[src/rtl/conv_mac_engine.sv]
// conv_mac_engine: convolution-window multiply-accumulate with bias, optional ReLU and output saturation
// Ports: clk/rst; en (low aborts a window); relu_en/bias (taken on first tap);
// in_valid/in_ready/kernel_weight/in_pix tap handshake; write pulses on the last tap;
// out_valid/out_pix/sat result held until out_ack.
module conv_mac_engine #(
  parameter int DATA_W = 16,
  parameter int KERNEL_SIZE = 3,
  parameter int CHANNELS = 1,
  parameter int ACC_W = 40,
  parameter int OUT_W = 32
) (
  input  logic                     clk,
  input  logic                     rst,
  input  logic                     en,
  input  logic                     relu_en,
  input  logic signed [OUT_W-1:0]  bias,
  input  logic                     in_valid,
  output logic                     in_ready,
  input  logic signed [DATA_W-1:0] kernel_weight,
  input  logic signed [DATA_W-1:0] in_pix,
  output logic                     write,
  output logic                     out_valid,
  output logic signed [OUT_W-1:0]  out_pix,
  output logic                     sat,
  input  logic                     out_ack
);
  localparam int N = KERNEL_SIZE * KERNEL_SIZE * CHANNELS;
  localparam int CNT_W = N > 1 ? $clog2(N) : 1;
  localparam logic signed [ACC_W-1:0] MAX_V = {{(ACC_W-OUT_W+1){1'b0}}, {(OUT_W-1){1'b1}}};
  localparam logic signed [ACC_W-1:0] MIN_V = {{(ACC_W-OUT_W+1){1'b1}}, {(OUT_W-1){1'b0}}};
  typedef enum logic [1:0] {IDLE, ACCUM, HOLD} state_t;
  state_t state, state_nx;
  logic signed [2*DATA_W-1:0] prod;
  logic signed [ACC_W-1:0] acc, bias_q, prod_x, bias_x, sum, sum_r;
  logic [CNT_W-1:0] cnt;
  logic relu_q, relu_x, take, last, abort, hi, lo;
  assign in_ready = en && state != HOLD && !rst;
  assign take = in_valid && in_ready;
  assign last = take && cnt == CNT_W'(N - 1);
  assign abort = state == ACCUM && !en;
  assign write = last;
  assign out_valid = state == HOLD;
  assign prod = kernel_weight * in_pix;
  assign prod_x = {{(ACC_W-2*DATA_W){prod[2*DATA_W-1]}}, prod};
  // On the first tap the live bias/relu_en are used so a one-tap window completes straight from IDLE
  assign bias_x = state == IDLE ? {{(ACC_W-OUT_W){bias[OUT_W-1]}}, bias} : bias_q;
  assign relu_x = state == IDLE ? relu_en : relu_q;
  assign sum = acc + prod_x + bias_x;
  assign sum_r = relu_x && sum[ACC_W-1] ? '0 : sum;
  assign hi = sum_r > MAX_V;
  assign lo = sum_r < MIN_V;
  always_comb begin
    state_nx = state;
    if (state == HOLD) state_nx = out_ack ? IDLE : HOLD;
    else if (last) state_nx = HOLD;
    else if (abort) state_nx = IDLE;
    else if (take) state_nx = ACCUM;
  end
  always_ff @(posedge clk) begin
    if (rst) begin
      state <= IDLE;
      acc <= '0;
      cnt <= '0;
      bias_q <= '0;
      relu_q <= 1'b0;
      out_pix <= '0;
      sat <= 1'b0;
    end else begin
      state <= state_nx;
      if (last || abort) begin
        acc <= '0;
        cnt <= '0;
      end else if (take) begin
        acc <= acc + prod_x;
        cnt <= cnt + CNT_W'(1);
      end
      if (take && state == IDLE) begin
        bias_q <= bias_x;
        relu_q <= relu_en;
      end
      if (last) begin
        out_pix <= hi ? MAX_V[OUT_W-1:0] : lo ? MIN_V[OUT_W-1:0] : sum_r[OUT_W-1:0];
        sat <= hi || lo;
      end
    end
  end
endmodule
[config.mk]
export PLATFORM = sky130hd
export DESIGN_NAME = conv_mac_engine
export DESIGN_NICKNAME = d
export VERILOG_FILES = /design/src/rtl/conv_mac_engine.sv
export SDC_FILE = /design/constraint.sdc
export NUM_CORES = 1
export LEC_CHECK = 0
export CAP_MARGIN = 40
export CORE_MARGIN = 2
export CORE_UTILIZATION = 64
export CTS_BUF_LIST = sky130_fd_sc_hd__clkbuf_4 sky130_fd_sc_hd__clkbuf_8
export DETAILED_ROUTE_END_ITERATION = 8
export HOLD_SLACK_MARGIN = 0.05
export PLACE_DENSITY = 0.9
export SLEW_MARGIN = 40
export SYNTH_ARGS = -nofsm -noshare
export SYNTH_HDL_FRONTEND = slang
export SYNTH_SLANG_ARGS = --single-unit
[constraint.sdc]
create_clock -name clk -period 13.2 [get_ports clk]
set_input_delay 2.64 -clock clk [delete_from_list [all_inputs] [get_ports clk]]
set_output_delay 2.64 -clock clk [all_outputs]
set_load 0.02 [all_outputs]
==> flow_metrics.env, run 1 <==
export IMPL_post_cts_buffers=0
export IMPL_nets=2913
export IMPL_timing_worst_setup_path_type="input port to register"
export IMPL_clock_sinks=120
export IMPL_setup_violations=0
export IMPL_finish_utilization_pct=70.9
export IMPL_clockBufferDepth=2
export IMPL_gp_congestion=1.00
export IMPL_vias=16600
export IMPL_multi_input_area_sq_um=15200
export IMPL_ys_seq_area_share_pct=12.4
export IMPL_wl_mm=52.0
export IMPL_antenna_found_initial=0
export IMPL_detail_route_antenna_nets=0
export IMPL_dp_hpwl_mm=41.7
export IMPL_first_pass_iters=5
export IMPL_grt_pass1_wl_mm=85.6
export IMPL_ioPinCount=106
export IMPL_cts_clk_slew_worst_paths_ps=70
export IMPL_maxSlewViolCount=0
export IMPL_coreArea_sq_um=29700
export IMPL_die_x_um=178
export IMPL_overflow=0
export IMPL_cts_buffers=17
export IMPL_root_buffer="clkbuf_8"
export IMPL_rsz0062_at_grt="false"
export IMPL_min_period_ps=12630
export IMPL_cp_common_cell="fa_1"
export IMPL_start_util_pct=65.3
export IMPL_syn_inst=2315
export IMPL_dieArea_sq_um=31700
export IMPL_area_growth_pct=8.54
export IMPL_ys_warn_count=0
export IMPL_cp_required_ps=13510
export IMPL_ys_async_sr_fraction_pct=0
export IMPL_cap_violations=0
export IMPL_critPathTopFamily="adder cells"
export IMPL_worstMarginPinSlew_ps=802
export IMPL_worstPathArrival_ps=12950
export IMPL_cts_tree="yes"
export IMPL_syn_area_sq_um=19400
export IMPL_final_setup_tns_ps=0
export IMPL_route_detailed_drc=0
export IMPL_via_per_inst=6.01
export IMPL_path_max_fanout=32
export IMPL_fin_worst_skew_ps=23.4
export IMPL_synth_edff_count=0
export IMPL_wl_per_cell_um=18.8
export IMPL_period_share_pct=95.7
export IMPL_initialDrtViolationCount=1379
export IMPL_finalHoldViolCount=0
export IMPL_n_antenna_cell=0
export IMPL_synth_seq_cells=120
export IMPL_grt_pass1_vias=17400
export IMPL_end_kind="register"
export IMPL_cts_resized=0
export IMPL_relSlewSlack_pct=46.4
export IMPL_syn_area_per_cell_sq_um=8.38
export IMPL_holdCritPathClass="register to register"
export IMPL_final_seq_area_sq_um=2400
export IMPL_holdBufCountCts=0
export IMPL_synth_ff_type="dfxtp_1"
export IMPL_clock_latency_ps=460
export IMPL_grt_max_degree=52
export IMPL_cpMaxStageDelayCell="clkdlybuf4s50_1"
export IMPL_max_freq_ghz=0.0791
export IMPL_cp_slowest_stage_delay_ps=970
export IMPL_cp_start_kind="input port"
export IMPL_drive_above_1_share_pct=3.12
export IMPL_status="complete, no violations"
export IMPL_worst_path_buf_inv=7
export IMPL_cts_max_level=4
export IMPL_postSynthNetCount=2872
export IMPL_rows=63
export IMPL_portBuffers=105
export IMPL_die_h_um=178
export IMPL_grtUsageTotal_pct=34.4
export IMPL_ys_types=69
export IMPL_fillers=2145
==> cell usage after synthesis, drive strengths merged (15+ instances only) <==
master	n	share of area [%]
a21o	42	1.6
a21oi	157	4.1
a31oi	35	1.1
and2	128	4.1
buf	15	0.54
clkbuf	89	1.7
dfxtp	120	12
fa	331	34
ha	156	10
inv	371	7.2
nand2	428	8.3
nand3	56	1.4
nor2	69	1.3
nor3	22	0.57
o21ai	62	1.6
xnor2	53	2.4
xor2	24	1.1
==> final timing paths <==
kind	startpoint	to	slack (ps)	cells after the start
max	kernel_weight[7]	out_pix[21]	570	35
min	bias_q[25]	bias_q[25]	460	2
max reg2reg	acc[15]	out_pix[21]	4310	31
min reg2reg	bias_q[25]	bias_q[25]	460	2
==> cells in the final DEF, fill, tap and decap left out, types with 10 or more instances in the layout <==
cell type,count
o21bai_1,10
inv_1,370
or3_1,11
nor2_1,67
and2_1,128
o21ai_0,62
nand2_1,428
nand3_1,56
a21oi_1,155
xor2_1,24
clkdlybuf4s50_1,103
a21o_1,42
dfxtp_1,120
nor3_1,22
o21a_1,10
xnor2_1,53
buf_4,20
and3_1,11
ha_1,156
a31oi_1,35
clkbuf_8,18
fa_1,330
==> per-stage QoR <==
step                      hold slack, ps  worst slack, ps  instance area [sq um]  std cells
after floorplan                      436             2220                  19400       2315
after global placement               442              472                  20700       2726
after detailed placement             448              235                  20700       2726
after CTS                            458              684                  21000       2758
after global routing                 474              161                  21100       2759
final                                456              565                  21100       2759
==> worst min-delay path, stage by stage, from the launching register on <==
cell and delay (ps):
dfxtp_1 310, nand2_1 50, a21oi_1 50
==> cells by family after synthesis <==
group | synth area share, %
adder cells (fa/ha/maj) | 44.2
AND/OR/NAND/NOR | 18.4
flip-flops | 12.4
AO/OA/AOI/OAI | 11.7
buffers and inverters | 9.45
multiplexers | 0.258
XOR/XNOR | 3.60
==> registers in the layout (all words and copies together), names as in the netlist <==
register,cells
acc,40
sat,1
state,2
cnt,4
out_pix,32
bias_q,40
relu_q,1
==> layer usage <==
layer | part of all wire (%) | GRT usage [%] | vias to the layer above
li1 | - | - | 7403
met2 | 51 | 60.9 | 858
met4 | 5.2 | 16.8 | 0
met1 | 36 | 40.7 | 8103
met3 | 7.1 | 5.24 | 208
met5 | 0 | 0 | -
==> layout make-up <==
type,count,area share [%]
inverters,372,6.63
well taps,390,2.32
clock inverters,12,0.558
repair buffers,126,5.75
multi-input cells,1719,72.1
flip-flops and latches,120,11.4
clock buffers,20,1.25
Power of run 1 is not shown: default switching activity piles up to over one toggle a cycle in this logic, so the estimate is an artifact.
==> run 2, diff against run 1 <==
--- a/config.mk
+++ b/config.mk
@@ -8,7 +8,8 @@
 export CAP_MARGIN = 40
 export CORE_MARGIN = 2
 export CORE_UTILIZATION = 64
-export CTS_BUF_LIST = sky130_fd_sc_hd__clkbuf_4 sky130_fd_sc_hd__clkbuf_8
+export CTS_BUF_LIST = sky130_fd_sc_hd__clkbuf_8
+export CTS_CLUSTER_SIZE = 24
 export DETAILED_ROUTE_END_ITERATION = 8
 export HOLD_SLACK_MARGIN = 0.05
 export PLACE_DENSITY = 0.9
==> flow_metrics.env, run 2 (synthesis gave the netlist of run 1 again) <==
export IMPL_status="complete, no violations"
export IMPL_die_x_um=178
export IMPL_fin_worst_skew_ps=22.3
export IMPL_cpMaxStageDelayCell="clkdlybuf4s50_1"
export IMPL_reg_top3="acc: 40 flops, bias_q: 40 flops, out_pix: 32 flops"
export IMPL_maxSlewViolCount=0
export IMPL_period_share_pct=95.6
export IMPL_start_util_pct=65.3
export IMPL_nets=2912
export IMPL_rr_endpoint="out_pix[2]"
export IMPL_grt_pass1_vias=17400
export IMPL_n_antenna_cell=0
export IMPL_grtUsageTotal_pct=34.2
export IMPL_reg2reg_from="acc[15]"
export IMPL_root_buffer="clkbuf_8"
export IMPL_timing_worst_setup_path_type="input port to register"
export IMPL_dr_wl_met3_mm=3.44
export IMPL_vias=16600
export IMPL_gp_congestion=1.00
export IMPL_post_cts_buffers=0
export IMPL_cts_tree="yes"
export IMPL_cp_common_cell="fa_1"
export IMPL_dp_hpwl_mm=41.7
export IMPL_setup_violations=0
export IMPL_first_pass_iters=6
export IMPL_max_freq_ghz=0.0792
export IMPL_worstMarginPinSlew_ps=788
export IMPL_grt_max_degree=52
export IMPL_worst_path_buf_inv=7
export IMPL_route_detailed_drc=0
export IMPL_grt_pass1_wl_mm=85.4
export IMPL_coreArea_sq_um=29700
export IMPL_cp_start_kind="input port"
export IMPL_final_common_cell="nand2_1"
export IMPL_portBuffers=105
export IMPL_via_per_inst=6.01
export IMPL_drive_above_1_share_pct=3.04
export IMPL_rows=63
export IMPL_end_kind="register"
export IMPL_cp_slowest_stage_delay_ps=950
export IMPL_mostFrequentLayoutCells="428 x nand2_1, 372 x inv_1, 330 x fa_1"
export IMPL_wl_per_cell_um=18.8
export IMPL_relSlewSlack_pct=47.3
export IMPL_critPathTopFamily="adder cells"
export IMPL_cts_clk_slew_worst_paths_ps=90
export IMPL_area_growth_pct=8.43
export IMPL_clock_sinks=120
export IMPL_min_period_ps=12620
export IMPL_holdCritPathClass="register to register"
export IMPL_whs_path_depth=2
export IMPL_clockBufferDepth=2
export IMPL_path_max_fanout=32
export IMPL_initialDrtViolationCount=1434
export IMPL_holdPathEnd="bias_q[25]"
export IMPL_hp_start="bias_q[25]"
export IMPL_detail_route_antenna_nets=0
export IMPL_ioPinCount=106
export IMPL_met1_length_mm=19.2
export IMPL_overflow=0
export IMPL_dieArea_sq_um=31700
export IMPL_clock_latency_ps=450
export IMPL_finalHoldViolCount=0
export IMPL_fin_cells=2758
export IMPL_cap_violations=0
export IMPL_die_h_um=178
export IMPL_cts_buffers=17
export IMPL_rsz0062_at_grt="false"
export IMPL_routed_top_layer="met4"
export IMPL_wl_met2_mm=26.6
export IMPL_worstPathArrival_ps=12940
export IMPL_wl_mm=51.9
export IMPL_cts_max_level=4
export IMPL_dp_cells=2726
export IMPL_final_setup_tns_ps=0
export IMPL_cp_required_ps=13510
export IMPL_rr_worst_depth=31
export IMPL_post_place_ws_ps=235
export IMPL_rrSetupSlack_ps=4310
export IMPL_antenna_found_initial=0
export IMPL_worst_slack_ps=577
## run 2: worst max path at each step
stage | startpoint | cells past startpoint | end
floorplan | kernel_weight[10] | 34 | out_pix[1]
global placement | kernel_weight[9] | 32 | out_pix[12]
detailed placement | in_pix[8] | 35 | out_pix[21]
CTS | kernel_weight[7] | 35 | out_pix[21]
global route | kernel_weight[15] | 34 | out_pix[21]
finish | kernel_weight[7] | 35 | out_pix[2]
## run 2: worst min-delay path, stage by stage, from the launching register on
cell and delay (ps):
dfxtp_1 310, nand2_1 50, a21oi_1 50
## run 2: layout make-up
class                      instances  area [sq um]
inverter                         372          1400
clock buffer                      18           248
sequential                       120          2400
tap                              390           488
multi-input combinational       1719         15200
clock inverter                    14           125
fill                            2151          8680
timing repair buffer             125          1200
## run 2: through the flow
| stage | hold WS [ps] | util, % | cell area (sq um) |
|---|---|---|---|
| final | 456 | 70.8 | 21000 |
| after global routing | 474 | 70.8 | 21000 |
| after CTS | 458 | 70.8 | 21000 |
| after detailed placement | 448 | 69.5 | 20700 |
| after global placement | 442 | 69.5 | 20700 |
| after floorplan | 436 | - | 19400 |
## run 2: layer usage
layer / vias to the layer above / track usage [%]
met5: - / 0
met4: 0 / 16.9
met3: 207 / 4.71
met2: 838 / 60.6
met1: 8116 / 40.9
li1: 7404 / -
## run 2: what timing repair did
item / CTS / global route
hold buffers: 0 / 0
resized for setup: 0 / 1
endpoints found under the setup margin: 0 / 1
Power of run 2 is left out for the same reason.
